### src/rtl/pwm_duty_meter_pkg.sv
// pwm_duty_meter_pkg: definitions shared by the PWM duty meter and its divider.
//   state_t     - measurement FSM states
//   DUTY_STEPS  - duty resolution (result range 0..DUTY_STEPS)
//   DEF_CNT_W   - default counter width
//   DEF_TIMEOUT - default loss-of-signal timeout in clk cycles
package pwm_duty_meter_pkg;

    typedef enum logic [1:0] {
        WAIT_EDGE = 2'd0,
        MEASURE   = 2'd1,
        LOST      = 2'd2
    } state_t;

    localparam int unsigned DUTY_STEPS  = 10;
    localparam int unsigned DEF_CNT_W   = 16;
    localparam int unsigned DEF_TIMEOUT = 1000;

endpackage

### src/rtl/pwm_duty_div.sv
// pwm_duty_div: repeated-subtraction divider producing a quotient in 0..DUTY_STEPS.
// Always runs DUTY_STEPS conditional-subtract cycles plus one finish cycle, so its
// occupancy is fixed regardless of the operands.
//   clk, rst     - clock, synchronous active-high reset
//   start        - load operands (ignored while busy)
//   abort        - drop the division in progress, no done pulse
//   numerator    - dividend
//   denominator  - divisor (must be non-zero)
//   busy         - division in progress
//   done         - combinational, high in the final busy cycle; quotient valid
//   quotient     - result, clamped to DUTY_STEPS
module pwm_duty_div
    import pwm_duty_meter_pkg::*;
#(
    parameter int unsigned NUM_W = 20,
    parameter int unsigned DEN_W = 16
) (
    input  logic             clk,
    input  logic             rst,
    input  logic             start,
    input  logic             abort,
    input  logic [NUM_W-1:0] numerator,
    input  logic [DEN_W-1:0] denominator,
    output logic             busy,
    output logic             done,
    output logic [3:0]       quotient
);

    localparam logic [3:0] LAST_STEP = 4'(DUTY_STEPS);
    localparam logic [3:0] MAX_QUO   = 4'(DUTY_STEPS);

    logic [NUM_W-1:0] rem_q;
    logic [NUM_W-1:0] den_q;
    logic [3:0]       quo_q;
    logic [3:0]       step_q;
    logic             busy_q;

    always_ff @(posedge clk) begin
        if (rst) begin
            rem_q  <= '0;
            den_q  <= '0;
            quo_q  <= '0;
            step_q <= '0;
            busy_q <= 1'b0;
        end else if (abort) begin
            busy_q <= 1'b0;
        end else if (start && !busy_q) begin
            rem_q  <= numerator;
            den_q  <= NUM_W'(denominator);
            quo_q  <= '0;
            step_q <= '0;
            busy_q <= 1'b1;
        end else if (busy_q) begin
            if (step_q == LAST_STEP) begin
                busy_q <= 1'b0;
            end else begin
                step_q <= step_q + 4'd1;
                // Quotient limit doubles as the clamp to DUTY_STEPS.
                if (rem_q >= den_q && quo_q < MAX_QUO) begin
                    rem_q <= rem_q - den_q;
                    quo_q <= quo_q + 4'd1;
                end
            end
        end
    end

    assign busy     = busy_q;
    assign done     = busy_q && (step_q == LAST_STEP);
    assign quotient = quo_q;

endmodule

### src/rtl/pwm_duty_meter.sv
// pwm_duty_meter: measures period, high time and duty (in tenths) of an async PWM input.
//   clk, rst     - clock, synchronous active-high reset
//   pwm_in       - asynchronous PWM input
//   duty_tenths  - rounded duty, 0..10
//   period       - last measured period in clk cycles (0 after loss of signal)
//   high_time    - last measured high time in clk cycles (0 after loss of signal)
//   meas_valid   - one-cycle pulse when the outputs above update
//   signal_lost  - no rising edge for TIMEOUT cycles
//   overrun      - sticky: a capture was dropped because the divider was busy
module pwm_duty_meter
    import pwm_duty_meter_pkg::*;
#(
    parameter int unsigned CNT_W   = DEF_CNT_W,
    parameter int unsigned TIMEOUT = DEF_TIMEOUT
) (
    input  logic             clk,
    input  logic             rst,
    input  logic             pwm_in,
    output logic [3:0]       duty_tenths,
    output logic [CNT_W-1:0] period,
    output logic [CNT_W-1:0] high_time,
    output logic             meas_valid,
    output logic             signal_lost,
    output logic             overrun
);

    localparam int unsigned     NUM_W     = CNT_W + 4;
    localparam int unsigned     IDLE_W    = $clog2(TIMEOUT + 1);
    localparam logic [CNT_W-1:0] CNT_MAX  = '1;
    localparam logic [IDLE_W-1:0] IDLE_LAST = IDLE_W'(TIMEOUT - 1);

    state_t             state_q, state_d;
    logic               sync_ff1, synced, synced_prev;
    logic               rise, timeout, capture, div_start;
    logic [CNT_W-1:0]   period_cnt, high_cnt;
    logic [CNT_W-1:0]   hold_period, hold_high;
    logic [IDLE_W-1:0]  idle_cnt;
    logic [NUM_W-1:0]   numerator;
    logic               div_busy, div_done;
    logic [3:0]         div_quo;

    assign rise      = synced & ~synced_prev;
    // An edge in the same cycle suppresses the timeout.
    assign timeout   = (state_q != LOST) && !rise && (idle_cnt == IDLE_LAST);
    assign capture   = (state_q == MEASURE) && rise;
    assign div_start = capture && !div_busy;
    // 10*high + period/2: rounds the quotient to nearest.
    assign numerator = (NUM_W'(high_cnt) << 3) + (NUM_W'(high_cnt) << 1)
                     + NUM_W'(period_cnt >> 1);

    always_comb begin
        state_d = state_q;
        unique case (state_q)
            WAIT_EDGE: begin
                if (rise)         state_d = MEASURE;
                else if (timeout) state_d = LOST;
            end
            MEASURE: begin
                if (timeout)      state_d = LOST;
            end
            LOST: begin
                if (rise)         state_d = MEASURE;
            end
            default:              state_d = WAIT_EDGE;
        endcase
    end

    always_ff @(posedge clk) begin
        if (rst) begin
            state_q     <= WAIT_EDGE;
            sync_ff1    <= 1'b0;
            synced      <= 1'b0;
            synced_prev <= 1'b0;
            period_cnt  <= '0;
            high_cnt    <= '0;
            hold_period <= '0;
            hold_high   <= '0;
            idle_cnt    <= '0;
            duty_tenths <= '0;
            period      <= '0;
            high_time   <= '0;
            meas_valid  <= 1'b0;
            signal_lost <= 1'b0;
            overrun     <= 1'b0;
        end else begin
            state_q     <= state_d;
            sync_ff1    <= pwm_in;
            synced      <= sync_ff1;
            synced_prev <= synced;

            if (rise || timeout || state_q == LOST) idle_cnt <= '0;
            else                                    idle_cnt <= idle_cnt + 1'b1;

            // The edge cycle itself counts as the first cycle of the new period.
            if (rise) begin
                period_cnt <= CNT_W'(1);
                high_cnt   <= CNT_W'(1);
            end else if (state_q == MEASURE) begin
                if (period_cnt != CNT_MAX)           period_cnt <= period_cnt + 1'b1;
                if (synced && high_cnt != CNT_MAX)   high_cnt   <= high_cnt + 1'b1;
            end

            // Hold registers track only captures the divider accepted.
            if (div_start) begin
                hold_period <= period_cnt;
                hold_high   <= high_cnt;
            end
            if (capture && div_busy) overrun <= 1'b1;

            meas_valid <= 1'b0;
            if (timeout) begin
                signal_lost <= 1'b1;
                period      <= '0;
                high_time   <= '0;
                duty_tenths <= synced ? 4'(DUTY_STEPS) : 4'd0;
                meas_valid  <= 1'b1;
            end else if (div_done) begin
                duty_tenths <= div_quo;
                period      <= hold_period;
                high_time   <= hold_high;
                meas_valid  <= 1'b1;
            end

            if (state_q == LOST && rise) signal_lost <= 1'b0;
        end
    end

    pwm_duty_div #(
        .NUM_W (NUM_W),
        .DEN_W (CNT_W)
    ) u_div (
        .clk         (clk),
        .rst         (rst),
        .start       (div_start),
        .abort       (timeout),
        .numerator   (numerator),
        .denominator (period_cnt),
        .busy        (div_busy),
        .done        (div_done),
        .quotient    (div_quo)
    );

endmodule

### config.mk
export PLATFORM = sky130hd
export DESIGN_NAME = pwm_duty_meter
export DESIGN_NICKNAME = d
export VERILOG_FILES = /design/src/rtl/pwm_duty_meter_pkg.sv /design/src/rtl/pwm_duty_div.sv /design/src/rtl/pwm_duty_meter.sv
export SDC_FILE = /design/constraint.sdc
export NUM_CORES = 1
export LEC_CHECK = 0
export ABC_CLOCK_PERIOD_IN_PS = 4030
export CAP_MARGIN = 20
export CORE_ASPECT_RATIO = 0.5
export CORE_MARGIN = 5
export CORE_UTILIZATION = 52
export DETAILED_ROUTE_END_ITERATION = 8
export DONT_BUFFER_PORTS = 1
export PLACE_DENSITY = 0.65
export SLEW_MARGIN = 20
export SYNTH_ARGS = -nofsm -noshare
export SYNTH_HDL_FRONTEND = slang
export SYNTH_SLANG_ARGS = --single-unit
### constraint.sdc
create_clock -name clk -period 4.03 [get_ports clk]
set_clock_uncertainty 0.1 [all_clocks]
set_input_delay 0.806 -clock clk [delete_from_list [all_inputs] [get_ports clk]]
set_output_delay 0.806 -clock clk [all_outputs]
set_load 0.02 [all_outputs]
==> results by group <==
Min path
  – Hold_sp: sync_ff1
  – Worst min path class: reg -> reg
  – Hold path endpoint: synced
  – WHS Path Cells: 1

Critical path
  – Reg-to-reg endpoint: u_div.rem_q[13]
  – Kind of start point of the critical path: flip-flop
  – Worst r2r src: high_cnt[2]
  – CP Data Required Time: 4250 ps
  – Worst EP arrival: 3560 ps
  – Worst Reg-to-Reg Cells: 11
  – R2R setup slack: 680 ps
  – Worst Path Max Fanout: 7
  – Crit Path Category: reg -> reg
  – Crit path capture type: flip-flop
  – Crit path from: high_cnt[2]

GRT
  – M2 GR Usage: 34.2%
  – Remaining global-route overflow: 0
  – Met1 Use GR: 33.2%
  – GRT Total Usage: 22.6%
  – Grt peak-use layer: met2
  – Vias in the first global route: 6,547
  – Met3 Usage GRT: 5.52%
  – Largest net degree at the start of global routing: 81
  – Initial antenna violation count: 0
  – First-pass GRT wire length: 34,500 microns

STA
  – Final TNS setup: 0 ps
  – Fmax: 0.299 GHz
  – Final worst-path cycle share: 83.0%
  – Final hold vios: 0
  – Finish-stage setup viols: 0
  – Max Slew Vio Count: 0
  – Hold_ws: 335 ps
  – Period minus WS final: 3350 ps
  – Worst-margin pin slew: 818 ps
  – Max-Slew Margin vs Limit: 45.4%
  – Final WS setup: 683 ps
  – RSZ-0062 raised after global routing: false

Routing
  – DRT Pass-1 Iters: 5
  – Drc violations: 0
  – Post-DR vias/cell: 5.83
  – Starting DRT DRC Count: 475
  – Routed Wire Length: 21,200 microns
  – Drt wl/cell: 17.5 microns
  – Routed via count: 7,067
  – DRT antenna net count: 0

Pwr
  – Leakage Power: 0.00331 uW
  – Sw Pwr: 833 uW
  – Clock power frac: 48.5%
  – Int Pwr: 2690 uW
  – Pwr dens: 386 nW/um^2
  – Peak VDD IR: 0.295 mV
  – Reg power frac: 46.3%
  – Switch share: 23.6%
  – Comb pwr share: 5.2%

Placement
  – Port Buffer Count: 0
  – Gp weighted congestion: 0.901
  – Setup WS pre-CTS: 680 ps
  – Placed Area: 8510 sq um
  – HPWL after DPL: 15,400 microns

Layout
  – Final #Nets: 1,055
  – Antenna Cells: 0
  – Post-layout util: 58.4%
  – Area of the multi-input gates: 4780 sq um
  – Register area: 3260 sq um
  – Share of cells above drive strength 1: 6.65%
  – Fill count: 1,398
  – Design area: 9130 sq um
  – Area grow syn2layout: 8.90%

Clocking
  – Postcts setup bufs: 0
  – Clock Latency Late Sink: 430 ps
  – # clock sinks: 163
  – Clock buffer depth: 2
  – CTS tree: done
  – CTS Hold Buffers Added: 0
  – Root buffer cell: clkbuf_16
  – CTS Buf Count: 17
  – Post_cts resized: 0
  – Clock slew at reported path FFs: 70 ps
  – H-tree level count: 4

Yosys
  – Synth Net Count: 1,073
  – Sequential element share of the synthesized area: 38.9%
  – Yosys cell types: 73
  – Mapped Area: 8380 sq um
  – Main synth FF type: dfxtp_1
  – Post-synthesis async set-or-reset flop share: 0%
  – Synth Warn #: 0
  – EDFF count, synth: 0
  – Synth Area per Inst: 8.26 sq um
  – Post-synthesis register bit count: 163
  – Cells after Synth: 1,014

Floorplan
  – Starting Density: 53.7%
  – Cell Rows: 32
  – Core area: 15,600 sq um
  – Die Y-Extent: 99.8 microns
  – IO Count: 42
  – Die W: 190 microns
  – Die area: 18,900 sq um

Job
  – Max Cap Viol: 0

Status
  – Status: completed
==> state kept, by name, summed over array words and instances (netlist names), 2 cells and up <==
| register | cells |
|---|---|
| u_div.rem_q | 20 |
| high_cnt | 16 |
| high_time | 16 |
| hold_high | 16 |
| hold_period | 16 |
| period | 16 |
| period_cnt | 16 |
| u_div.den_q | 16 |
| idle_cnt | 10 |
| duty_tenths | 4 |
| u_div.quotient | 4 |
| u_div.step_q | 4 |
| state_q | 2 |
==> synthesized netlist by cell type (all sizes together), types with 6 or more instances <==
cell	number	area (sq um)
a211oi	16	138
a21oi	126	631
a311oi	6	52.6
a31oi	7	43.8
and3	10	67.6
buf	14	80.1
clkbuf	32	120
dfxtp	163	3260
fa	14	280
ha	42	526
inv	38	143
mux2i	10	100
nand2	195	734
nand2b	11	68.8
nand3	27	135
nand3b	6	57.6
nand4	13	81.3
nor2	76	293
nor2b	14	87.6
nor3	18	90.1
nor4	7	50.1
o21a	8	60.1
o21ai	30	150
or2	8	50.1
or3	16	105
xnor2	26	228
xor2	22	193
==> power groups by stage <==
stage               registers (uW)  clock network, uW  logic [uW]
global placement              1670                  0         177
floorplan                     1670                  0         149
CTS                           1630               1730         180
detailed placement            1670                  0         178
global route                  1630               1810         200
finish                        1630               1710         183
==> through the flow <==
stage                     std cells  power, uW
final                          1212       3530
after detailed placement       1181       1850
after CTS                      1212       3550
after floorplan                1014       1820
after global routing           1212       3640
after global placement         1181       1840
==> layout by cell type (no fill, tap or decap), drive strengths merged, types with 22 or more instances in the layout <==
cell / synthesis / layout
o21ai: 30 / 30
a21oi: 126 / 126
nor2: 76 / 76
nand2: 195 / 195
dfxtp: 163 / 163
xnor2: 26 / 26
nand3: 27 / 27
xor2: 22 / 22
inv: 38 / 43
ha: 42 / 42
==> per-layer routing <==
layer / vias up / wire length [microns]
li1: 3502 / -
met1: 3382 / 10500
met2: 169 / 9120
met3: 14 / 1430
met4: 0 / 132
met5: - / 0
==> worst max-delay path, cell delays in order, from the launching register on <==
cell,delay [ps]
dfxtp_1,470
inv_1,90
fa_1,540
inv_1,60
ha_1,300
a211oi_1,330
o211ai_1,190
nand4_1,160
a31oi_1,170
or2_2,310
a31o_2,240
o311a_1,280
==> how the worst max path moves through the flow <==
stage | end | cells after the start
finish | u_div.rem_q[13] | 11
global placement | u_div.rem_q[13] | 11
CTS | u_div.rem_q[13] | 11
floorplan | u_div.rem_q[13] | 11
global route | u_div.rem_q[13] | 11
detailed placement | u_div.rem_q[13] | 11
==> area by class of cell <==
cell class / instances / share of cell area, %
clock buffer: 18 / 4.81
clock inverter: 13 / 1.91
inverter: 38 / 1.56
multi-input combinational: 767 / 52.4
sequential: 163 / 35.8
tap: 204 / 2.80
timing repair buffer: 9 / 0.740
==> logic make-up (layout without fill, tap and decap cells) <==
family,count (synthesis),in the layout,share of synthesized area (%)
and+or+nand+nor,415,415,23.1
DFF,163,163,38.9
AOI/OAI and AO/OA,237,237,17.9
xor gates and xnor gates,48,48,5.02
buffers and inverters,84,78,4.09
muxes,11,11,1.33
adders and majority gates,56,56,9.61
Power figures use the tool's default switching activity.
